## src/rtl/serial_adder_8bit.sv

```systemverilog
// Bit-serial 8-bit adder: one full-adder stage per cycle, LSB first.
// Optional macro ADDER_SATURATE_EN clamps S to 8'hFF on final carry-out.
module serial_adder_8bit (
  input  logic       clk,
  input  logic       rst_n,
  input  logic       start,
  input  logic [7:0] A,
  input  logic [7:0] B,
  input  logic       Cin,
  output logic       busy,
  output logic       done,
  output logic [7:0] S,
  output logic       Cout
);

  typedef enum logic [1:0] {
    IDLE = 2'd0,
    RUN  = 2'd1,
    DONE = 2'd2
  } state_t;

  state_t      state_q, state_d;
  logic [7:0]  a_q, a_d;
  logic [7:0]  b_q, b_d;
  logic        c_q, c_d;
  logic [2:0]  cnt_q, cnt_d;
  logic [6:0]  acc_q, acc_d;
  logic [7:0]  s_q, s_d;
  logic        cout_q, cout_d;

  logic        sum_bit;
  logic        carry_bit;
  logic [7:0]  full_sum;

  // Single full-adder stage on the current LSBs of the shift registers.
  always_comb begin
    sum_bit   = a_q[0] ^ b_q[0] ^ c_q;
    carry_bit = (a_q[0] & b_q[0]) | (a_q[0] & c_q) | (b_q[0] & c_q);
    full_sum  = {sum_bit, acc_q};
  end

  // Next-state, datapath updates and result capture on the bit-7 cycle.
  always_comb begin
    state_d = state_q;
    a_d     = a_q;
    b_d     = b_q;
    c_d     = c_q;
    cnt_d   = cnt_q;
    acc_d   = acc_q;
    s_d     = s_q;
    cout_d  = cout_q;
    case (state_q)
      IDLE, DONE: begin
        if (start) begin
          a_d     = A;
          b_d     = B;
          c_d     = Cin;
          cnt_d   = 3'd0;
          acc_d   = 7'd0;
          state_d = RUN;
        end else begin
          state_d = IDLE;
        end
      end
      RUN: begin
        a_d   = {1'b0, a_q[7:1]};
        b_d   = {1'b0, b_q[7:1]};
        c_d   = carry_bit;
        acc_d = full_sum[7:1];
        cnt_d = cnt_q + 3'd1;
        if (cnt_q == 3'd7) begin
          state_d = DONE;
          cout_d  = carry_bit;
`ifdef ADDER_SATURATE_EN
          s_d     = carry_bit ? 8'hFF : full_sum;
`else
          s_d     = full_sum;
`endif
        end
      end
      default: state_d = IDLE;
    endcase
  end

  // State and datapath registers with synchronous active-low reset.
  always_ff @(posedge clk) begin
    if (!rst_n) begin
      state_q <= IDLE;
      a_q     <= 8'd0;
      b_q     <= 8'd0;
      c_q     <= 1'b0;
      cnt_q   <= 3'd0;
      acc_q   <= 7'd0;
      s_q     <= 8'd0;
      cout_q  <= 1'b0;
    end else begin
      state_q <= state_d;
      a_q     <= a_d;
      b_q     <= b_d;
      c_q     <= c_d;
      cnt_q   <= cnt_d;
      acc_q   <= acc_d;
      s_q     <= s_d;
      cout_q  <= cout_d;
    end
  end

  assign busy = (state_q == RUN);
  assign done = (state_q == DONE);
  assign S    = s_q;
  assign Cout = cout_q;

endmodule

```

## config.mk

```make
export PLATFORM = sky130hd
export DESIGN_NAME = serial_adder_8bit
export DESIGN_NICKNAME = d
export VERILOG_FILES = /design/src/rtl/serial_adder_8bit.sv
export SDC_FILE = /design/constraint.sdc
export NUM_CORES = 1
export LEC_CHECK = 0
export CORE_MARGIN = 4
export CORE_UTILIZATION = 55
export CTS_CLUSTER_SIZE = 25
export DETAILED_ROUTE_END_ITERATION = 12
export PLACE_DENSITY_LB_ADDON = 0.12
export REMOVE_ABC_BUFFERS = 1
export SLEW_MARGIN = 20
export SYNTH_ARGS = -nofsm -noshare
export SYNTH_HDL_FRONTEND = slang
export SYNTH_SLANG_ARGS = --single-unit
```

## constraint.sdc

```tcl
create_clock -name clk -period 1.75 [get_ports clk]
set_input_delay 0.525 -clock clk [delete_from_list [all_inputs] [get_ports clk]]
set_output_delay 0.525 -clock clk [all_outputs]
set_load 0.1 [all_outputs]
```

# Word-level counts from Yosys, hierarchy flattened
# Index checks and enable logic that the tools add are counted.
[word_totals]
word_cells = 39
register_bits = 38
output_inout_bits = 11
inputBits = 20
[op_classes]
n_eq_ne = 5
reduce_logical = 5
bitwise_logic = 7
muxes = 13
n_addsub = 1
[ops]
columns = ["op", "count"]
rows = [
  ["one-hot mux 8 bit (2 select lines)", 2],
  ["2-to-1 mux 8 bit", 2],
  ["one-hot mux 7 bit (2 select lines)", 1],
  ["2-to-1 mux 7 bit", 1],
  ["one-hot mux 3 bit (2 select lines)", 1],
  ["one-hot mux 2 bit (2 select lines)", 1],
  ["AND reduction 2 bit", 2],
  ["adder 3 x 1 -> 3 bit (second input constant)", 1],
  ["AND 1 bit", 3],
  ["== test 3 bit (second input constant)", 1],
  ["2-to-1 mux 3 bit", 1],
  ["== test 2 x 1 -> 1 bit (second input constant)", 1],
  ["== test 2 bit (second input constant)", 1],
  ["logical NOT 2 bit", 1],
  ["2-to-1 mux 1 bit", 2],
  ["2-to-1 mux 2 bit", 1],
  ["!= test 2 x 1 -> 1 bit (second input constant)", 1],
  ["!= test 2 bit (second input constant)", 1],
  ["bitwise OR 1 bit", 2],
  ["one-hot mux 1 bit (2 select lines)", 1],
  ["nonzero test 2 bit", 1],
  ["OR reduction 2 bit", 1],
  ["bitwise XOR 1 bit", 2],
]

# Depth between registers and ports, before layout
[logic_depth]
word_depth = 4
ltp_mapped = 6
ltp_nobuf = 5

# Worst setup path after synthesis
# OpenSTA, ideal clock, no wires.
[synth_timing]
path_kind = "register to output"
start = "register state_q[0]"
end = "output port done"
setup_slack_ns = -0.439
path_buffers = 0
arrival_time_ns = 1.664
stages_incl_launch_ff = 2
t_required_ns = 1.225
path_cell_list = "dfxtp_1 nor2b_1"
[synth_via]
elab_chain_len = 1
[synth_rtl]
columns = ["item", "line", "source"]
rows = [
  ["start: declaration", "22", "state_t state_q, state_d;"],
  ["start signal: assignment", "97", "state_q <= state_d;"],
  ["== test 2 bit", "109", "assign done = (state_q == DONE);"],
  ["end: declaration", "11", "output logic done,"],
]
# No other way between the ends.

# Final worst setup path
[layout_timing]
start = "register state_q[1]"
end = "output port busy"
[layout_via]
elab_chain_len = 1
[layout_rtl]
columns = ["item", "line", "source"]
rows = [
  ["== test 2 x 1 -> 1 bit", "108", "assign busy = (state_q == RUN);"],
  ["end: declaration", "10", "output logic busy,"],
]
# No other way between the ends.

==> flow_summary_export.csv <==
group,metric,value,unit
clock_tree,cts_tree,"yes",
detailed_routing,drt-pass1-iter-count,4,
critical_path,end_kind,"output pin",
logic_synthesis,yosysTopAreaCellShare,45.31,%
timing,period_minus_slack,1660,ps
timing,max_freq,0.6024,GHz
global_route,overflow,0,
die,coreArea,2829,um^2
cells_and_area,diodes,0,
clock_tree,hold_buffers,0,
critical_path,cp-start-kind,"flop",
logic_synthesis,synthCells,190,
logic_synthesis,synthArstFlopShare,0,%
logic_synthesis,synth_mux_area_share,0,%
cells_and_area,drive_gt1_share,20.09,%
pwr,leakage,0.7731,nW
logic_synthesis,synthFlopType,"dfxtp_1",
logic_synthesis,synth-edff-count,0,
critical_path,cp_max_fo,3,
clock_tree,cts_setup_buffers,0,
logic_synthesis,synth_compound_area_share,21.61,%
logic_synthesis,synthTopCellsByArea,"dfxtp_1 (45%), nand2_1 (10%), a21boi_1 (6.7%), a31oi_1 (4.8%), o21ai_1 (4.8%)",
detailed_routing,drt-initial-drc-count,37,
detailed_routing,detail-route-antenna-nets,0,
logic_synthesis,yosysSeqAreaShare,45.31,%
timing,hold_slack,469.7,ps
logic_synthesis,synth_warnings,0,
critical_path,worstSetupPathType,"flop to output pin",
placed_design,pre_cts_ws,59.47,ps
die,die-area,4001,um^2
logic_synthesis,synth.avg_cell_area,8.837,um^2
critical_path,worstPathCellList,"nand2b_1, inv_2, buf_12",
logic_synthesis,syn_area,1679,um^2
global_route,grt_max_degree,39,
die,start_util,59.35,%
logic_synthesis,synth_xor_area_share,0,%
clock_tree,htreeDepth,2,
die,die_h,63.26,um
placed_design,gp_congestion,0.7735,
critical_path,worst_ep_arrival_time,1130,ps
clock_tree,clock-sinks,38,
timing,tightest_slew,362.2,ps
detailed_routing,drcViolationCount,0,
timing,rsz0062_at_grt,"false",
die,die_x,63.26,um
placed_design,port_buffers,30,
logic_synthesis,synth_simple_gate_area_share,22.65,%
clock_tree,cts_buffers,5,
logic_synthesis,synthAdderAreaFrac,2.683,%
timing,finalHoldViolCount,0,
detailed_routing,viasPerCell,5.544,
critical_path,worstPathRequired,1220,ps
detailed_routing,vias,1386,
die,rows,19,
clock_tree,cts_buffer_depth,2,
timing,fin_crit_sh,94.85,%
logic_synthesis,synth_top_family_by_area,"simple AND/OR/NAND/NOR gates",
clock_tree,cts_root_buf,"clkbuf_4",
logic_synthesis,ys_ff_latch,38,
outcome,status,"complete, no violations",
die,ios,31,
global_route,grt_pass1_wl,5.699,mm
critical_path,slowest_delay,330,ps
global_route,grt_pass1_vias,1342,
placed_design,place_hpwl,2.358,mm
timing,drv_slew,0,
worst_hold_path,min_path_type,"flop to flop",
critical_path,cp_slowest_cell,"dfxtp_1",
global_route,grtUsageTotal,17.70,%
clock_tree,path_clk_slew,100,ps
timing,setup_violations,0,
pwr,power,0.001605,W
cells_and_area,areaGrowthSynthToFinish,26.75,%
cells_and_area,final_util,75.23,%
timing,setup_ws,90.05,ps
timing,skew,4.060,ps
cells_and_area,fillers,224,
clock_tree,cts_resized,0,
timing,slew_headroom,75.78,%
cells_and_area,fin_nets,242,
global_route,antenna_found_initial,0,
detailed_routing,drt-total-wl,3.199,mm
pwr,cellPowerDensity,754.3,nW/um^2
timing,fin_setup_tns,0,ps
job,max-cap-violations,0,
detailed_routing,wl_per_cell,12.80,um
logic_synthesis,synth_cell_types,26,
pwr,vdd_ir_drop_max,0.5412,mV
clock_tree,clock_latency,340,ps
logic_synthesis,synth_area_leader_cell,"dfxtp_1",
metrics by stage:
stage	cells	cell area [um^2]
after global routing	250	2128
after global placement	243	2082
final	250	2128
after floorplan	173	1553
after CTS	250	2127
after detailed placement	243	2082
power by group:
group          leakage (nW)  internal (W)  switching (W)
logic                 0.437      0.000120       0.000137
registers             0.310      0.000909      0.0000285
clock network        0.0254      0.000152       0.000260
sequential cells by signal (all words and copies together), names as in the netlist:
register and flops:
S 8, acc_q 7, b_q 8, Cout 1, cnt_q 3, state_q 2, a_q 8, c_q 1
Yosys cell counts (all sizes together) (2+ instances only):
| library cell | instances |
|---|---|
| a21boi | 20 |
| a31oi | 15 |
| nor2b | 2 |
| ha | 2 |
| dfxtp | 38 |
| nand3 | 20 |
| buf | 14 |
| clkbuf | 3 |
| and3 | 2 |
| nand2 | 50 |
| o21ai | 16 |
| nand2b | 2 |
worst paths after layout:
| check | from | end | slack [ps] | depth (start not counted) |
|---|---|---|---|---|
| worst min register to register | acc_q[0] | S[0] | 470 | 2 |
| worst min-delay path | acc_q[0] | S[0] | 470 | 2 |
| worst max-delay path | state_q[1] | busy | 90 | 3 |
| worst max register to register | cnt_q[0] | S[7] | 400 | 5 |
metal layers:
| layer | vias to the layer above | share of wire, % | global-route usage, % |
|---|---|---|---|
| met5 | - | 0 | 0 |
| met1 | 647 | 43 | 18.94 |
| li1 | 705 | - | - |
| met2 | 29 | 51 | 31.75 |
| met3 | 5 | 4.9 | 6.394 |
| met4 | 0 | 1.6 | 6.469 |
cell families after synthesis:
family / count (synthesis)
adders and majority gates: 3
DFF: 38
AOI/OAI and AO/OA: 52
buffers and inverters: 18
and+or+nand+nor: 79
placed cells by master (no fill, tap or decap), drive strengths merged:
master          n
clkbuf          7
and3            2
and2            1
clkdlybuf4s50  19
buf            20
nand3b          1
nand3          20
nor2            1
inv             1
nand2b          2
dfxtp          38
a21boi         20
ha              2
nor2b           2
o21ai          16
a31oi          15
fa              1
o21a            1
nand2          50
area by class of cell:
type	instances	area, um^2	share of cell area (%)
sequential	38	762.0	35.80
timing repair buffer	39	490.5	23.05
inverter	1	3.754	0.1764
clock buffer	7	45.04	2.116
multi-input combinational	134	788.3	37.04
tap	31	38.79	1.822
worst max-delay path: cells and delay by family, from the launching register on:
kind                   cells  cell delay, ps
buffers and inverters      2             280
DFF                        1             330
and+or+nand+nor            1             190
No activity file was read; power rests on OpenSTA's default activity.
